`src/rtl/reset_sequencer_pkg.sv`:
```
// rtl/reset_sequencer_pkg.sv - shared state encoding and counter width helper
package reset_sequencer_pkg;

  typedef enum logic [1:0] {
    ASSERT  = 2'd0,
    HOLD    = 2'd1,
    RELEASE = 2'd2,
    RUN     = 2'd3
  } state_t;

  // Counter width able to hold max_val without wrapping
  function automatic int cnt_width(input int max_val);
    return $clog2(max_val) + 1;
  endfunction

endpackage

```
`src/rtl/reset_sequencer_if.sv`:
```
// rtl/reset_sequencer_if.sv - reset request inputs and reset/status outputs
interface reset_sequencer_if #(
  parameter int NUM_LOCKS   = 2,
  parameter int NUM_OUTPUTS = 3
);
  logic                   btn_in;
  logic [NUM_LOCKS-1:0]   locks_in;
  logic [NUM_OUTPUTS-1:0] rst_out;
  logic                   ready;
  logic [NUM_LOCKS:0]     cause;

  modport master (
    input  btn_in, locks_in,
    output rst_out, ready, cause
  );

  modport slave (
    output btn_in, locks_in,
    input  rst_out, ready, cause
  );
endinterface

```
`src/rtl/reset_sequencer_sync_debounce.sv`:
```
// rtl/reset_sequencer_sync_debounce.sv - async input synchroniser with optional debounce
module sync_debounce
  import reset_sequencer_pkg::*;
#(
  parameter int SYNC_STAGES     = 2,
  parameter int DEBOUNCE_CYCLES = 16,
  parameter bit DEBOUNCE_EN     = 1'b1
) (
  input  logic clk,
  input  logic rst,
  input  logic din,
  output logic dout
);
  localparam int CW = cnt_width(DEBOUNCE_CYCLES);

  logic [SYNC_STAGES-1:0] sync_q;
  logic                   sync_s;
  logic                   db_q;
  logic [CW-1:0]          cnt_q;

  assign sync_s = sync_q[SYNC_STAGES-1];

  // Shift the raw input through the synchroniser chain
  always_ff @(posedge clk or posedge rst) begin
    if (rst) sync_q <= '0;
    else     sync_q <= {sync_q[SYNC_STAGES-2:0], din};
  end

  // Accept a new level only after it has differed for DEBOUNCE_CYCLES in a row
  always_ff @(posedge clk or posedge rst) begin
    if (rst) begin
      db_q  <= 1'b0;
      cnt_q <= '0;
    end else if (sync_s == db_q) begin
      cnt_q <= '0;
    end else if (cnt_q == CW'(DEBOUNCE_CYCLES - 1)) begin
      db_q  <= sync_s;
      cnt_q <= '0;
    end else begin
      cnt_q <= cnt_q + CW'(1);
    end
  end

  // Lock inputs take the synchroniser output directly
  assign dout = DEBOUNCE_EN ? db_q : sync_s;
endmodule

```
`src/rtl/reset_sequencer.sv`:
```
// rtl/reset_sequencer.sv - lock/button driven reset generator with staggered release
module reset_sequencer
  import reset_sequencer_pkg::*;
#(
  parameter int NUM_LOCKS       = 2,
  parameter int SYNC_STAGES     = 2,
  parameter int DEBOUNCE_CYCLES = 16,
  parameter int HOLD_CYCLES     = 16,
  parameter int NUM_OUTPUTS     = 3,
  parameter int STAGGER_CYCLES  = 4
) (
  input  logic                 clk,
  input  logic                 rst,
  reset_sequencer_if.master    bus
);
  localparam int HW = cnt_width(HOLD_CYCLES);
  localparam int SW = cnt_width(STAGGER_CYCLES);
  localparam int IW = cnt_width(NUM_OUTPUTS);

  logic                   btn_db;
  logic [NUM_LOCKS-1:0]   lk_s;
  logic                   healthy;

  state_t                 state_q, state_d;
  logic [HW-1:0]          hold_q, hold_d;
  logic [SW-1:0]          stag_q, stag_d;
  logic [IW-1:0]          idx_q, idx_d;
  logic [NUM_OUTPUTS-1:0] rst_out_q, rst_out_d;
  logic                   ready_q, ready_d;
  logic [NUM_LOCKS:0]     cause_q, cause_d;

  sync_debounce #(
    .SYNC_STAGES     (SYNC_STAGES),
    .DEBOUNCE_CYCLES (DEBOUNCE_CYCLES),
    .DEBOUNCE_EN     (1'b1)
  ) u_btn (
    .clk  (clk),
    .rst  (rst),
    .din  (bus.btn_in),
    .dout (btn_db)
  );

  for (genvar g = 0; g < NUM_LOCKS; g++) begin : g_lock
    sync_debounce #(
      .SYNC_STAGES     (SYNC_STAGES),
      .DEBOUNCE_CYCLES (1),
      .DEBOUNCE_EN     (1'b0)
    ) u_lock (
      .clk  (clk),
      .rst  (rst),
      .din  (bus.locks_in[g]),
      .dout (lk_s[g])
    );
  end

  assign healthy = (&lk_s) & ~btn_db;

  // State, counters and registered outputs
  always_ff @(posedge clk or posedge rst) begin
    if (rst) begin
      state_q   <= ASSERT;
      hold_q    <= '0;
      stag_q    <= '0;
      idx_q     <= '0;
      rst_out_q <= '1;
      ready_q   <= 1'b0;
      cause_q   <= '0;
    end else begin
      state_q   <= state_d;
      hold_q    <= hold_d;
      stag_q    <= stag_d;
      idx_q     <= idx_d;
      rst_out_q <= rst_out_d;
      ready_q   <= ready_d;
      cause_q   <= cause_d;
    end
  end

  // Next-state: any fault collapses to ASSERT at once; release is staggered
  always_comb begin
    state_d   = state_q;
    hold_d    = hold_q;
    stag_d    = stag_q;
    idx_d     = idx_q;
    rst_out_d = rst_out_q;
    ready_d   = ready_q;
    cause_d   = cause_q;

    if (state_q != ASSERT && !healthy) begin
      state_d   = ASSERT;
      rst_out_d = '1;
      ready_d   = 1'b0;
      hold_d    = '0;
      stag_d    = '0;
      idx_d     = '0;
      cause_d   = {btn_db, ~lk_s};
    end else begin
      case (state_q)
        ASSERT: begin
          rst_out_d = '1;
          ready_d   = 1'b0;
          if (healthy) begin
            state_d = HOLD;
            hold_d  = '0;
            stag_d  = '0;
            idx_d   = '0;
          end
        end
        HOLD: begin
          if (hold_q == HW'(HOLD_CYCLES - 1)) begin
            hold_d       = '0;
            rst_out_d[0] = 1'b0;
            if (NUM_OUTPUTS == 1) begin
              state_d = RUN;
              ready_d = 1'b1;
            end else begin
              state_d = RELEASE;
              idx_d   = IW'(1);
              stag_d  = '0;
            end
          end else begin
            hold_d = hold_q + HW'(1);
          end
        end
        RELEASE: begin
          if (stag_q == SW'(STAGGER_CYCLES - 1)) begin
            stag_d = '0;
            for (int i = 0; i < NUM_OUTPUTS; i++) begin
              if (idx_q == IW'(i)) rst_out_d[i] = 1'b0;
            end
            if (idx_q == IW'(NUM_OUTPUTS - 1)) begin
              state_d = RUN;
              ready_d = 1'b1;
            end else begin
              idx_d = idx_q + IW'(1);
            end
          end else begin
            stag_d = stag_q + SW'(1);
          end
        end
        RUN: begin
          ready_d = 1'b1;
        end
        default: begin
          state_d = ASSERT;
        end
      endcase
    end
  end

  assign bus.rst_out = rst_out_q;
  assign bus.ready   = ready_q;
  assign bus.cause   = cause_q;
endmodule

```
`src/flat_wrapper.sv`:
```
// flat-port wrapper written by rule: the top's interface ports become plain ports
module reset_sequencer_flat import reset_sequencer_pkg::*;
#(
  parameter int NUM_LOCKS       = 2,
  parameter int SYNC_STAGES     = 2,
  parameter int DEBOUNCE_CYCLES = 16,
  parameter int HOLD_CYCLES     = 16,
  parameter int NUM_OUTPUTS     = 3,
  parameter int STAGGER_CYCLES  = 4
)
  (clk, rst, bus_btn_in, bus_locks_in, bus_rst_out, bus_ready, bus_cause);
  reset_sequencer_if #(.NUM_LOCKS(NUM_LOCKS), .NUM_OUTPUTS(NUM_OUTPUTS)) bus_i ();
  input  logic clk;
  input  logic rst;
  input wire logic [$bits(bus_i.btn_in)-1:0] bus_btn_in;
  input wire logic [$bits(bus_i.locks_in)-1:0] bus_locks_in;
  output wire logic [$bits(bus_i.rst_out)-1:0] bus_rst_out;
  output wire logic [$bits(bus_i.ready)-1:0] bus_ready;
  output wire logic [$bits(bus_i.cause)-1:0] bus_cause;
  assign bus_i.btn_in = bus_btn_in;
  assign bus_i.locks_in = bus_locks_in;
  assign bus_rst_out = bus_i.rst_out;
  assign bus_ready = bus_i.ready;
  assign bus_cause = bus_i.cause;
  reset_sequencer #(.NUM_LOCKS(NUM_LOCKS), .SYNC_STAGES(SYNC_STAGES), .DEBOUNCE_CYCLES(DEBOUNCE_CYCLES), .HOLD_CYCLES(HOLD_CYCLES), .NUM_OUTPUTS(NUM_OUTPUTS), .STAGGER_CYCLES(STAGGER_CYCLES)) u_core (.clk(clk), .rst(rst), .bus(bus_i));
endmodule
```
`config.mk`:
```
export PLATFORM = sky130hd
export DESIGN_NAME = reset_sequencer_flat
export DESIGN_NICKNAME = d
export VERILOG_FILES = /design/src/rtl/reset_sequencer_pkg.sv /design/src/rtl/reset_sequencer_if.sv /design/src/rtl/reset_sequencer_sync_debounce.sv /design/src/rtl/reset_sequencer.sv /design/src/flat_wrapper.sv
export SDC_FILE = /design/constraint.sdc
export NUM_CORES = 1
export LEC_CHECK = 0
export CORE_MARGIN = 5
export CORE_UTILIZATION = 50
export CTS_CLUSTER_DIAMETER = 200
export DETAILED_ROUTE_END_ITERATION = 16
export PLACE_DENSITY = 0.72
export SYNTH_ARGS = -nofsm -noshare
export SYNTH_HDL_FRONTEND = slang
export SYNTH_HIERARCHICAL = 1
export SYNTH_SLANG_ARGS = --single-unit
```
`constraint.sdc`:
```
create_clock -name clk -period 1.6 [get_ports clk]
set_input_delay 0.16 -clock clk [delete_from_list [all_inputs] [get_ports clk]]
set_output_delay 0.16 -clock clk [all_outputs]
set_load 0.01 [all_outputs]
```
* Word level (Yosys, flattened, before mapping)
Index checks and enable logic that the tools add are counted.
Word-level totals: register bits 32, output and inout bits 7, word-level logic and storage cells 91
Operators by class: add/subtract/negate cells 4, eq/ne operators 16, multiplexer cells 34, bitwise operators 4, reductions and logical operators 19
Operator list (number):
- 3-bit 2-to-1 mux | 10
- 5-bit 2-to-1 mux | 5
- 3-bit by 1-bit != test with 1-bit output (second input constant) | 6
- 3-bit case mux with 3 select lines | 2
- 3-bit AND reduction | 4
- 5-bit by 1-bit adder with 5-bit output (second input constant) | 2
- 5-bit by 4-bit == test with 1-bit output (second input constant) | 2
- 2-bit 2-to-1 mux | 5
- 5-bit case mux with 2 select lines | 1
- 5-bit AND reduction | 2
- 4-bit nonzero test | 2
- 1-bit 2-to-1 mux | 7
- 3-bit by 1-bit adder with 3-bit output (second input constant) | 2
- 3-bit by 2-bit == test with 1-bit output (second input constant) | 2
- 1-bit case mux with 3 select lines | 2
- 2-bit case mux with 3 select lines | 1
- 2-bit AND reduction | 3
- 3-bit nonzero test | 2
- 2-bit == test (second input constant) | 2
- 2-bit case mux with 2 select lines | 1
- 4-bit AND reduction | 1
- 3-bit by 1-bit == test with 1-bit output (second input constant) | 1
- 3-bit zero test | 1
- 3-bit by 2-bit != test with 1-bit output (second input constant) | 1
- other kinds (9) | 10

* Depth between registers and ports, before layout
depth in word-level cells 6, mapped depth 7, mapped depth without buffers 6

* By module
The synthesis kept the hierarchy.
By module, submodules not included:
- reset_sequencer | times used 1, cells an instance 127, area each 1272.5 um2, seq. area each 504.2 um2
- sync_debounce (u_core.u_btn) | times used 1, cells an instance 24, area each 315.3 um2, seq. area each 200.2 um2
- sync_debounce (u_core.g_lock[0].u_lock ...) | times used 2, cells an instance 3, area each 53.8 um2, seq. area each 50.0 um2

* Worst setup path after synthesis
Ideal clock, no wire load.
path kind reg2reg, start point register u_core.state_q[1], end point register u_core.idx_q[2], setup time 0.082 ns, data arrival time 1.591 ns, data required time 1.518 ns, path slack -0.073 ns, stages on the path, launching flop included 7, path buffers 0, period minus slack after synthesis 1.673 ns, cells stage by stage dfrtp_1 inv_1 ha_1 bufinv_8 o21ai_4 or4_1 a31oi_1
On the way: cells in the longest elaborated chain, start to end 4
Ends and longest elaborated chain:
- from (decl) | RTL line reset_sequencer.sv:24 | state_t state_q, state_d;
- from (signal assigned) | RTL line reset_sequencer.sv:69 | state_q <= state_d;
- 2-bit nonzero test | RTL line reset_sequencer.sv:89 | if (state_q != ASSERT && !healthy) begin
- 1-bit logical AND | RTL line reset_sequencer.sv:89
- 3-bit by 1-bit != test with 1-bit output (no source line), or another cell as far along
- 5-bit AND reduction (no source line)
- to (signal assigned) | RTL line reset_sequencer.sv:72 | idx_q <= idx_d;
- to (decl) | RTL line reset_sequencer.sv:27 | logic [IW-1:0] idx_q, idx_d;
Parallel ways exist; a longest one is shown, timed or not. A chain may end at the register's enable or synchronous reset.

* Worst setup path in the final report
Ends and elaborated chain as after synthesis.

==> flow_summary.ini <==
[outcome]
outcome = finished, violations left
failed_checks = setup timing

[detailed_routing]
avgRoutedWirePerCell_um = 15.04
num_vias = 1325
drc = 0
drt-total-wl_mm = 3.669
ant_nets = 0
avgViaCountPerCell = 5.430
first_pass_iters = 4
drt-initial-drc-count = 67

[global_routing]
grt_use_total = 0.1775
grt_pass1_vias = 1341
grt_max_degree = 17
grt-ovfl-total = 0
grt_first_pass_wirelength_mm = 6.023
antenna_found_initial = 0

[sta]
finalWorstSetupSlack_ps = -104.6
period_minus_slack_ps = 1705
rsz0062_at_grt = true
tightestPinTransition_ps = 418.1
finalMaxSlewViolations = 0
setup_viol = 6
hold_viol = 0
relSlewSlack = 0.7210
clock.fmax_ghz = 0.5866
finClkSkew_ps = 14.19
timing.final.crit_share = 1.065

[critical_path]
endpoint_kind = flop
critPathRequiredTime_ps = 1860
cp_top_family = simple AND/OR/NAND/NOR gates
worst-path-buf-inv = 2
r2r-start = u_core/state_q[1]
crit_arrival_ps = 1960
worst-setup-path-type = reg -> reg
startpoint = u_core/state_q[1]
path_cells = inv_4 > ha_4 > bufinv_8 > o21ai_4 > or4_1 > a31oi_1
cpPeakStageDelay_ps = 480
critPathMaxFanout = 6
cpMaxStageDelayCell = or4_1
start_kind = flop

[synthesis]
synth_warnings = 6
synth_ff_type = dfrtp_1
synth_edf_count = 0
synthDistinctLibCells = 49
ys_seq_area_frac = 0.4745
yosys.area.top_type = dfrtp_1
synth.area.top_cells = dfrtp_1 (43%), ha_1 (8.1%), dfstp_2 (4.6%), o21ai_0 (3.8%), inv_1 (2.7%)
synth_nets = 173
async_reset_ff_frac = 1.000
syn_area_sq_um = 1695
synthCells = 157
synth_top_area_share = 0.4280
synth-seq-cells = 32
syn_avg_cell_area_sq_um = 10.80

[final_layout]
multi_input_area_sq_um = 902.1
fin_area_sq_um = 2251
fill_cells = 282
nets = 213
antennaDiodeCount = 0
ff_latch_area_sq_um = 807.0
most-common-layout-cells = dfrtp_1 (27), buf_4 (24), o21ai_0 (12)
layout_commonest_cell = dfrtp_1
drive_gt1_frac = 0.3434
area_growth_syn_to_layout_pct = 32.77

[job]
maxCapViolCount = 0

[placement]
dpl.hpwl_mm = 2.677
placed_area_sq_um = 2039
place_congestion = 0.8266
portBuffers = 11
dp_slack_ps = -112.2

[cts]
cts_tree = built
htreeDepth = 2
cts_root_buffer = clkbuf_4
clk_pin_slew_ps = 110
clock_latency_ps = 330
cts_buffer_depth = 2
cts_made_buffers = 5
numClockSinks = 32

[floorplan]
dieArea_sq_um = 4655
rows = 21
fp.dieW_um = 68.23
die_y_um = 68.23
core_sq_um = 3311
io_pins = 12
start_util = 0.5121

[power]
p_leak_nw = 1.028
power.total_w = 0.003518
irDropWorstVdd_mv = 0.7049
powerDensity_nw_per_um2 = 1563

[min_path]
hold_class = in -> async
-- logic make-up (layout without fill, tap and decap cells) --
logic type	Yosys count	count (layout)	synth area share
adders and majority gates	11	11	0.08118
AOI/OAI and AO/OA	40	40	0.1631
buffers and inverters	17	58	0.04649
and+or+nand+nor	48	48	0.1823
xor gates and xnor gates	3	3	0.01550
DFF	32	32	0.4745
muxes	6	6	0.03690
-- state kept, by name, indices dropped and copies added, names as in the netlist --
| signal | cells |
|---|---|
| u_core/bus.rst_out | 3 |
| u_core/stag_q | 3 |
| u_core/u_btn/cnt_q | 5 |
| u_core/state_q | 2 |
| u_core/idx_q | 3 |
| u_core/bus.cause | 3 |
| u_core/u_btn/dout | 1 |
| u_core/u_btn/sync_q | 2 |
| u_core/hold_q | 5 |
| u_core/g_lock.u_lock/sync_q | 4 |
| u_core/bus.ready | 1 |
-- power breakdown --
group	internal, W	switching (W)
logic	0.000950	0.000840
clock network	0.000415	0.000279
registers	0.000933	0.000102
-- metrics by stage --
step	TNS, ps	utilization	hold slack [ps]	std cells
floorplan	-11.90	-	-98.82	157
global placement	-203.1	0.6160	333.6	233
detailed placement	-816.6	0.6160	346.5	233
CTS	-600.9	0.6534	37.78	242
global route	-892.8	0.6799	52.20	244
finish	-394.2	0.6799	56.22	244
-- routing by layer --
layer / global-route usage / wire length, um
met2: 0.2948 / 1897
met1: 0.2218 / 1624
met3: 0.04433 / 119
met4: 0.06700 / 29
met5: 0 / 0
-- area by class of cell --
type | count | share of cell area
tap | 46 | 0.02557
clock inverter | 1 | 0.01334
multi-input combinational | 108 | 0.4008
timing repair buffer | 37 | 0.1429
clock buffer | 7 | 0.02890
inverter | 13 | 0.03002
sequential | 32 | 0.3585
-- final timing paths --
kind | end | slack (ps) | cells past startpoint
worst max-delay path | u_core/idx_q[2] | -100 | 6
worst min-delay path | u_core/g_lock[0].u_lock/sync_q[0] | 60 | 2
worst max register to register | u_core/idx_q[2] | -100 | 6
worst min register to register | u_core/u_btn/sync_q[1] | 370 | 0
max in group asynchronous | u_core/bus.rst_out[0] | 910 | 3
min in group clk | u_core/g_lock[0].u_lock/sync_q[0] | 270 | 1
-- Yosys cell counts, types with 4 or more instances --
| cell type | n |
|---|---|
| ha_1 | 11 |
| dfrtp_1 | 29 |
| o211ai_1 | 4 |
| o31ai_1 | 4 |
| nand2_1 | 7 |
| mux2i_1 | 4 |
| nor2_1 | 8 |
| o21ai_0 | 13 |
| nand3_1 | 6 |
| o21a_1 | 4 |
| inv_1 | 12 |
-- repair_timing --
| action | in CTS | in global routing |
|---|---|---|
| pin swaps | 0 | 11 |
| hold buffers | 0 | 0 |
| resized for setup | 10 | 15 |
| buffers inserted | 1 | 2 |
| endpoints found under the setup margin | 16 | 13 |
| cloned | 0 | 0 |
Power figures use the tool's default switching activity.
